File: src/rtl/tennis_scoreboard.sv
// Two-player tennis scorekeeper: points, deuce/advantage, games, server and set winner.
// Latency: every output is registered; a point pulse is reflected one cycle later.
// Points are dropped while the game-won code is held and after the set is decided.
module tennis_scoreboard #(
  parameter int GAMES_TO_WIN = 6,
  parameter int GAME_W       = 4,
  parameter int HOLD_CYCLES  = 50,
  parameter int HOLD_W       = 6
) (
  input  logic              clk,
  input  logic              rst_n,
  input  logic              clear,
  input  logic              point_a,
  input  logic              point_b,
  output logic [7:0]        score_a,
  output logic [7:0]        score_b,
  output logic [GAME_W-1:0] games_a,
  output logic [GAME_W-1:0] games_b,
  output logic              server,
  output logic [1:0]        game_won,
  output logic [1:0]        set_winner,
  output logic              busy,
  output logic              conflict
);

  typedef enum logic [2:0] {PLAY, DEUCE, ADV_A, ADV_B, HOLD, SET_DONE} state_t;

  localparam logic [GAME_W-1:0] GMAX  = GAME_W'(GAMES_TO_WIN + 1);
  localparam logic [GAME_W-1:0] GWIN  = GAME_W'(GAMES_TO_WIN);
  localparam logic [GAME_W:0]   TWO   = (GAME_W + 1)'(2);
  localparam logic [HOLD_W-1:0] HLAST = HOLD_W'(HOLD_CYCLES - 1);

  localparam logic [7:0] C_LOVE = 8'hF0, C_15 = 8'h15, C_30 = 8'h30, C_40 = 8'h40;
  localparam logic [7:0] C_AD = 8'hAD, C_GAME = 8'hFA, C_BLANK = 8'hFE;

  state_t            state, state_n;
  logic [1:0]        pa, pb, pa_n, pb_n;
  logic [GAME_W-1:0] ga_n, gb_n;
  logic [HOLD_W-1:0] cnt, cnt_n;
  logic              win, win_n;      // 0 = A took the current game, 1 = B
  logic              srv_n, busy_n, cf_n;
  logic [1:0]        sw_n, gw_n;
  logic [7:0]        sa_n, sb_n;
  logic              ev_a, ev_b;

  function automatic logic [7:0] pt_code(input logic [1:0] p);
    case (p)
      2'd0:    return C_LOVE;
      2'd1:    return C_15;
      2'd2:    return C_30;
      default: return C_40;
    endcase
  endfunction

  // w = winner games, l = loser games, both already including the game just won
  function automatic logic set_won(input logic [GAME_W-1:0] w, input logic [GAME_W-1:0] l);
    return ((w >= GWIN) && ({1'b0, w} >= ({1'b0, l} + TWO))) || (w == GMAX);
  endfunction

  assign ev_a = point_a & ~point_b;
  assign ev_b = point_b & ~point_a;

  // State register
  always_ff @(posedge clk or negedge rst_n) begin
    if (!rst_n) state <= PLAY;
    else        state <= state_n;
  end

  // Next-state, counters and pulses; a game win always passes through the HOLD entry here
  always_comb begin
    state_n = state;
    pa_n    = pa;
    pb_n    = pb;
    ga_n    = games_a;
    gb_n    = games_b;
    srv_n   = server;
    sw_n    = set_winner;
    win_n   = win;
    cnt_n   = cnt;
    gw_n    = 2'b00;
    cf_n    = 1'b0;
    case (state)
      PLAY: begin
        cf_n = point_a & point_b;
        if (ev_a) begin
          if (pa == 2'd3) begin
            state_n = HOLD;
            win_n   = 1'b0;
          end else begin
            pa_n = pa + 2'd1;
            if (pa == 2'd2 && pb == 2'd3) state_n = DEUCE;
          end
        end else if (ev_b) begin
          if (pb == 2'd3) begin
            state_n = HOLD;
            win_n   = 1'b1;
          end else begin
            pb_n = pb + 2'd1;
            if (pb == 2'd2 && pa == 2'd3) state_n = DEUCE;
          end
        end
      end
      DEUCE: begin
        cf_n = point_a & point_b;
        if (ev_a)      state_n = ADV_A;
        else if (ev_b) state_n = ADV_B;
      end
      ADV_A: begin
        cf_n = point_a & point_b;
        if (ev_a) begin
          state_n = HOLD;
          win_n   = 1'b0;
        end else if (ev_b) begin
          state_n = DEUCE;
        end
      end
      ADV_B: begin
        cf_n = point_a & point_b;
        if (ev_b) begin
          state_n = HOLD;
          win_n   = 1'b1;
        end else if (ev_a) begin
          state_n = DEUCE;
        end
      end
      HOLD: begin
        if (cnt == HLAST) begin
          if (win ? set_won(games_b, games_a) : set_won(games_a, games_b)) begin
            state_n = SET_DONE;
            sw_n    = win ? 2'b10 : 2'b01;
          end else begin
            state_n = PLAY;
            srv_n   = ~server;
            pa_n    = 2'd0;
            pb_n    = 2'd0;
          end
        end else begin
          cnt_n = cnt + HOLD_W'(1);
        end
      end
      default: ;  // SET_DONE: frozen until clear
    endcase

    // Entry into HOLD credits the game exactly once
    if (state != HOLD && state_n == HOLD) begin
      cnt_n = '0;
      if (win_n) begin
        gw_n = 2'b10;
        gb_n = (games_b == GMAX) ? games_b : games_b + GAME_W'(1);
      end else begin
        gw_n = 2'b01;
        ga_n = (games_a == GMAX) ? games_a : games_a + GAME_W'(1);
      end
    end

    if (clear) begin
      state_n = PLAY;
      pa_n    = 2'd0;
      pb_n    = 2'd0;
      ga_n    = '0;
      gb_n    = '0;
      srv_n   = 1'b0;
      sw_n    = 2'b00;
      win_n   = 1'b0;
      cnt_n   = '0;
      gw_n    = 2'b00;
      cf_n    = 1'b0;
    end
  end

  // Display decode from the next state so the registered codes track the state with no lag
  always_comb begin
    sa_n   = pt_code(pa_n);
    sb_n   = pt_code(pb_n);
    busy_n = (state_n == HOLD);
    case (state_n)
      DEUCE: begin sa_n = C_40; sb_n = C_40; end
      ADV_A: begin sa_n = C_AD; sb_n = C_40; end
      ADV_B: begin sa_n = C_40; sb_n = C_AD; end
      HOLD, SET_DONE: begin
        sa_n = win_n ? C_BLANK : C_GAME;
        sb_n = win_n ? C_GAME  : C_BLANK;
      end
      default: ;
    endcase
  end

  // Datapath and output registers
  always_ff @(posedge clk or negedge rst_n) begin
    if (!rst_n) begin
      pa         <= 2'd0;
      pb         <= 2'd0;
      games_a    <= '0;
      games_b    <= '0;
      server     <= 1'b0;
      set_winner <= 2'b00;
      win        <= 1'b0;
      cnt        <= '0;
      game_won   <= 2'b00;
      conflict   <= 1'b0;
      busy       <= 1'b0;
      score_a    <= C_LOVE;
      score_b    <= C_LOVE;
    end else begin
      pa         <= pa_n;
      pb         <= pb_n;
      games_a    <= ga_n;
      games_b    <= gb_n;
      server     <= srv_n;
      set_winner <= sw_n;
      win        <= win_n;
      cnt        <= cnt_n;
      game_won   <= gw_n;
      conflict   <= cf_n;
      busy       <= busy_n;
      score_a    <= sa_n;
      score_b    <= sb_n;
    end
  end

endmodule

File: config.mk
export PLATFORM = sky130hd
export DESIGN_NAME = tennis_scoreboard
export DESIGN_NICKNAME = d
export VERILOG_FILES = /design/src/rtl/tennis_scoreboard.sv
export SDC_FILE = /design/constraint.sdc
export NUM_CORES = 1
export LEC_CHECK = 0
export CAP_MARGIN = 25
export CORE_MARGIN = 2
export CORE_UTILIZATION = 47
export CTS_CLUSTER_DIAMETER = 80
export DETAILED_ROUTE_END_ITERATION = 7
export GPL_TIMING_DRIVEN = 0
export PLACE_DENSITY = 0.82
export SETUP_SLACK_MARGIN = 0.15
export SLEW_MARGIN = 20
export SYNTH_ARGS = -nofsm -noshare
export SYNTH_HDL_FRONTEND = slang
export SYNTH_SLANG_ARGS = --single-unit
export TNS_END_PERCENT = 5
File: constraint.sdc
create_clock -name clk -period 2.97 [get_ports clk]
set_input_delay 0.594 -clock clk [delete_from_list [all_inputs] [get_ports clk]]
set_output_delay 0.594 -clock clk [all_outputs]
set_load 0.1 [all_outputs]
==> impl_metrics.ini, run 1 <==
[placement]
place.detailed.hpwl_mm = 4.36
gp_congestion = 0.866
count_of_port_buffers_added_during_placement = 35
post_dp_cell_area_mm2 = 0.00320
numPlacedInstances = 364

[logic_synthesis]
distinct_cell_type_count_of_the_synthesized_netlist = 61
mappedNetlistNets = 282
mapped_cell_area_mm2 = 0.00263
synth_warnings = 0
synth_ff_type = dfrtp_1
syn_inst = 256
synthDominantCellAreaShare_pct = 34.3
netlist.top_cell.by_area = dfrtp_1
async_sr_flop_fraction_pct = 100
synth-seq-area-share_pct = 42.3
post_synth.cell_area_avg_um2 = 10.3
synth-edff-count = 0
synth_area_leaders = dfrtp_1, ha_1, dfstp_2, nor2_1, inv_1
synth-seq-cells = 44

[floorplan]
dieHeight_um = 78.8
coreArea_mm2 = 0.00544
num_rows = 27
start_util_pct = 48.3
die-width_um = 78.8
ports_placed_on_the_boundary = 36
die_area_mm2 = 0.00621

[sta]
grt_setup_unrepaired = true
worst_slew_margin_rel_pct = 34.5
clock.fmax_ghz = 0.350
fin_skew_ns = 0.00475
period_needed_ns = 2.86
worstMarginPinSlew_ns = 0.979
setup_violations = 0
finalSetupTns_ns = 0
layout_worst_path_cycle_share_pct = 96.2
timing.final.max_slew_violations = 0
final_hold_fails = 0

[global_route]
grt_overflow_total = 0
first_global_vias = 2058
global_route_wire_length_before_repair_mm = 9.67
antenna_violations_before_repair = 0
maximum_number_of_pins_on_one_net_before_global_route_repair = 30
grtUsageTotal_pct = 19.9

[layout]
multi_input_gate_area_in_the_final_layout_mm2 = 0.00150
insertedDiodeCount = 0
fin_cells = 376
layout-area-overhead-vs-synth_pct = 27.6
finish.net_count = 329
final_layout_size_suffix_gt1_share_pct = 21.4
layout_commonest_cell = clkdlybuf4s50_1
nFillCells = 467
finished_layout_cell_area_mm2 = 0.00335
mostFrequentLayoutCells = clkdlybuf4s50_1, dfrtp_1, nor2_1, ha_1, inv_1
sequential_area_mm2 = 0.00113

[detailed_routing]
detailed_route_via_count = 2124
first_iter_violations = 176
final_antenna_net_count = 0
detail_route.vias_per_cell = 5.65
routed_wl_mm = 5.79
drt-wirelength-per-cell_um = 15.4
detailedRoute.firstPassIterationCount = 4
drt_drc_violations_left = 0

[run_status]
outcome = complete, no violations

[clock_network]
cts-resized-gates = 0
ctsHtreeMaxLevel = 2
cts.reportedPaths.clkPinSlew_ns = 0.08
cts_root_buffer = clkbuf_8
worstSkewPairLatency_ns = 0.30
postCtsHoldBufs = 0
cts_tree = done
clk_sinks = 44
clockBufferDepth = 2
cts-buffers-inserted = 5

[critical_path]
timing.critical_path.fanout_max = 5
criticalPathCategory = reg2reg
critical_path_data_required_time_ns = 3.20
crit_path_end_kind = register
worst_setup_path_start_kind = register
worst_ep_arrival_time_ns = 3.09
reg2reg_setup_slack_ns = 0.11

[power]
power.density_mw_per_mm2 = 453
total_leakage_power_nw = 1.42
max-vdd-ir-drop_v = 0.000321
totalPowerFinal_mw = 1.52

[worst_hold_path]
hp-class = in2async

[flow_run]
cap_violations = 0
## path summary, 6_finish.rpt
path	end	cells after the start	start
hold / removal	pa[1]	1	rst_n
setup / recovery	score_b[6]	10	games_b[1]
max in group asynchronous	score_b[7]	2	rst_n
setup reg to reg	score_b[6]	10	games_b[1]
hold reg to reg	set_winner[0]	2	set_winner[0]
min in group clk	set_winner[0]	2	set_winner[0]
## state kept, by name, indices dropped and copies added (netlist names)
register and count:
games_b 4, game_won 2, pa 2, cnt 6, pb 2, conflict 1, games_a 4, set_winner 2
busy 1, server 1, state 3, score_a 7, win 1, score_b 8
## cell families (layout without fill, tap and decap cells)
kind of cell	after synthesis	count (layout)	share of synthesized area, %
flops	44	44	42.3
xor+xnor	10	10	3.33
compound gates	58	58	17.8
buf+inv	25	73	4.43
simple gates	94	94	20.6
mux	4	4	1.57
fa+ha+maj	21	21	10.0
## synth_stat cells, drive strengths merged, types with 7 or more instances
cell and n:
dfrtp 36, nor2 25, ha 21, inv 16
nand2 13, nand3 10, o21ai 10, dfstp 8
a21oi 7, buf 7, or3 7
## per-stage QoR
step                      worst slack, ns  hold slack, ns  util, %
after floorplan                    0.0191           0.298        -
after global placement            -0.0953           0.517     58.6
after detailed placement           0.0439           0.526     58.9
after CTS                           0.108           0.199     61.7
after global routing              -0.0198           0.209     61.7
final                               0.113           0.200     61.7
## power by group
group | internal, mW | switching (mW) | total [mW] | leakage [nW]
Clock | 0.275 | 0.209 | 0.484 | 0.0614
Combinational | 0.105 | 0.277 | 0.382 | 0.797
Sequential | 0.636 | 0.0174 | 0.653 | 0.566
Total | 1.02 | 0.504 | 1.52 | 1.42
## layer usage
metal	global-route usage (%)	vias to the layer above	share of wire, %
li1	-	1022	-
met1	27.7	1041	47
met2	30.7	52	47
met5	0	-	0
met3	3.52	9	4.0
met4	8.42	0	1.6
## cell type report
class,instances,area share [%]
multi-input cells,187,44.7
well taps,72,2.69
repair buffers,40,11.8
clock buffers,6,2.46
clock inverters,2,1.16
flip-flops and latches,44,33.7
inverters,16,1.87
plain buffers,9,1.60
## critical path, stage by stage (launching register included)
cell	delay (ns)
dfrtp_4	0.50
ha_4	0.27
inv_2	0.04
ha_4	0.26
a211o_1	0.13
a31oi_1	0.06
o31a_1	0.30
o21ba_4	0.25
or3_4	0.37
ha_4	0.22
o41a_1	0.39
## timing repair
item                                    CTS  global route
endpoints found under the hold margin     0             0
endpoints found under the setup margin    6            10
setup buffers                             4             0
pin swaps                                 0             1
No activity file was read; power rests on OpenSTA's default activity.
==> inputs of run 2 (changes only) <==
Settings changed: CORE_UTILIZATION 47 to 40, PLACE_DENSITY 0.82 to 0.73, SKIP_LAST_GASP set to 1, SLEW_MARGIN 20 to unset.
==> run 2 against run 1 <==
Effect of this change:
- cell area is 0.56% higher
- critical path depth stayed put
- clock-buffer cell count stayed put
- critical endpoint unchanged
- utilization is 8.5 points lower
- combinational power hardly changed
- sequential power hardly changed
- register-to-register slack better by 0.02 ns
- largest power group unchanged
- via count is 2.1% lower
==> impl_metrics.ini, run 2 (synthesis results as in run 1) <==
[run_status]
outcome = complete, no violations

[sta]
hold-worst-slack_ns = 0.161
worstMarginPinSlew_ns = 0.969
fin_skew_ns = 0.00866
final_hold_fails = 0
layout_worst_path_cycle_share_pct = 95.5
finalSetupTns_ns = 0
worst_slew_margin_rel_pct = 35.2
grt_setup_unrepaired = true
clock.fmax_ghz = 0.352
setup_violations = 0
period_needed_ns = 2.84
timing.final.max_slew_violations = 0

[placement]
numPlacedInstances = 369
gp_congestion = 0.880
place.detailed.hpwl_mm = 4.39
post_dp_cell_area_mm2 = 0.00321
count_of_port_buffers_added_during_placement = 35

[detailed_routing]
final_antenna_net_count = 0
routed_wl_mm = 5.84
drt-wirelength-per-cell_um = 15.3
drt_drc_violations_left = 0
detail_route.vias_per_cell = 5.45
first_iter_violations = 155
detailedRoute.firstPassIterationCount = 4
detailed_route_via_count = 2080

[flow_run]
cap_violations = 0

[critical_path]
crit_path_top_delay_cell = dfrtp_4
criticalPathCategory = reg2reg
critical_path.cell_chain = ha_4 -> inv_2 -> ha_4 -> a211o_1 -> a31oi_1 -> o31a_1 -> o21ba_4 -> or3_4 -> ha_4 -> o41a_1
crit_path_end_kind = register
worst_ep_arrival_time_ns = 3.07
worst_setup_path_start_kind = register
critical_path.most_common_cell = ha_4
critical_path_data_required_time_ns = 3.20
rr_worst_depth = 10
timing.critical_path.fanout_max = 5
crit_path_max_incr_delay_ns = 0.49

[global_route]
maximum_number_of_pins_on_one_net_before_global_route_repair = 34
grtUsageTotal_pct = 17.3
grt_overflow_total = 0
antenna_violations_before_repair = 0
global_route_wire_length_before_repair_mm = 9.85
first_global_vias = 2066

[floorplan]
die-width_um = 85.1
die_area_mm2 = 0.00724
start_util_pct = 41.4
coreArea_mm2 = 0.00635
ports_placed_on_the_boundary = 36
num_rows = 29
dieHeight_um = 85.1

[power]
totalPowerFinal_mw = 1.52
power.density_mw_per_mm2 = 452
pwr-share-clk_pct = 32.1
share_of_total_power_consumed_by_net_switching_pct = 33.3
total_leakage_power_nw = 1.43
p_int_mw = 1.02
seq_power_share_pct = 42.9
combPwrFrac_pct = 25.0
max-vdd-ir-drop_v = 0.000257
switching_power_uw = 508

[layout]
insertedDiodeCount = 0
layout_commonest_cell = clkdlybuf4s50_1
finish.net_count = 330
mostFrequentLayoutCells = clkdlybuf4s50_1, dfrtp_1, nor2_1, ha_1, inv_1
top_registers = score_b x8, score_a x7, cnt x6
registers.top_by_ff_count = score_b
final_layout_size_suffix_gt1_share_pct = 22.0
layout-area-overhead-vs-synth_pct = 28.3
finished_layout_cell_area_mm2 = 0.00337
largest_reg_flops = 8
fin_cells = 382

[clock_network]
ctsHtreeMaxLevel = 2
clk_sinks = 44
clockBufferDepth = 2
cts_root_buffer = clkbuf_8
postCtsHoldBufs = 0
cts.reportedPaths.clkPinSlew_ns = 0.09
cts-buffers-inserted = 5
cts_tree = done
worstSkewPairLatency_ns = 0.31

[worst_hold_path]
hp-class = in2async
run 2: cell count changes in the layout (fill, tap and decap cells not counted):
cell / previous run / this run
or3_1: 6 / 5
buf_4: 6 / 7
or3_4: 1 / 2
run 2: repair_timing:
item | in CTS | in global routing
setup endpoints to repair | 6 | 8
resized for setup | 1 | 0
pin swaps | 2 | 0
buffers inserted | 5 | 0
run 2: per-stage QoR:
step / setup slack (ns) / utilization, %
6_report: 0.133 / 53.1
5_1_grt: 0.0158 / 53.1
3_5_place_dp: 0.0532 / 50.5
3_3_place_gp: -0.164 / 50.3
2_1_floorplan: 0.0191 / -
4_1_cts: 0.122 / 53.1
run 2: power groups by stage:
stage	clock [mW]	sequential, mW	combinational [mW]
after detailed placement	0	0.670	0.373
after floorplan	0	0.840	0.109
final	0.489	0.654	0.381
after CTS	0.495	0.654	0.384
after global placement	0	0.670	0.367
after global routing	0.524	0.657	0.402
run 2: final timing paths:
path                                    start             to  slack, ns
worst max-delay path               games_b[1]     score_b[6]       0.13
worst min-delay path                    rst_n          pa[1]       0.16
worst max register to register     games_b[1]     score_b[6]       0.13
worst min register to register  set_winner[1]  set_winner[1]       0.54
max in group asynchronous               rst_n     score_b[7]       2.27
min in group clk                set_winner[1]  set_winner[1]       0.54
run 2: cell type report:
type | instances | area [um2]
repair buffers | 41 | 403
well taps | 77 | 96.3
plain buffers | 9 | 53.8
inverters | 16 | 62.6
flip-flops and latches | 44 | 1130
fillers | 556 | 2980
clock buffers | 6 | 82.6
multi-input cells | 187 | 1500
clock inverters | 2 | 38.8
run 2: per-layer routing:
layer / wire [um] / share of wire [%] / GRT usage, %
met2: 2690 / 46 / 26.7
met5: 0 / 0 / 0
met4: 83 / 1.4 / 5.19
met3: 155 / 2.7 / 3.21
met1: 2920 / 50 / 24.7
run 2: critical path: cells and delay by family, from the launching register on:
kind	cells	cell delay, ns
DFF	1	0.49
adders and majority gates	3	0.74
and+or+nand+nor	1	0.37
buffers and inverters	1	0.04
AOI/OAI and AO/OA	5	1.14
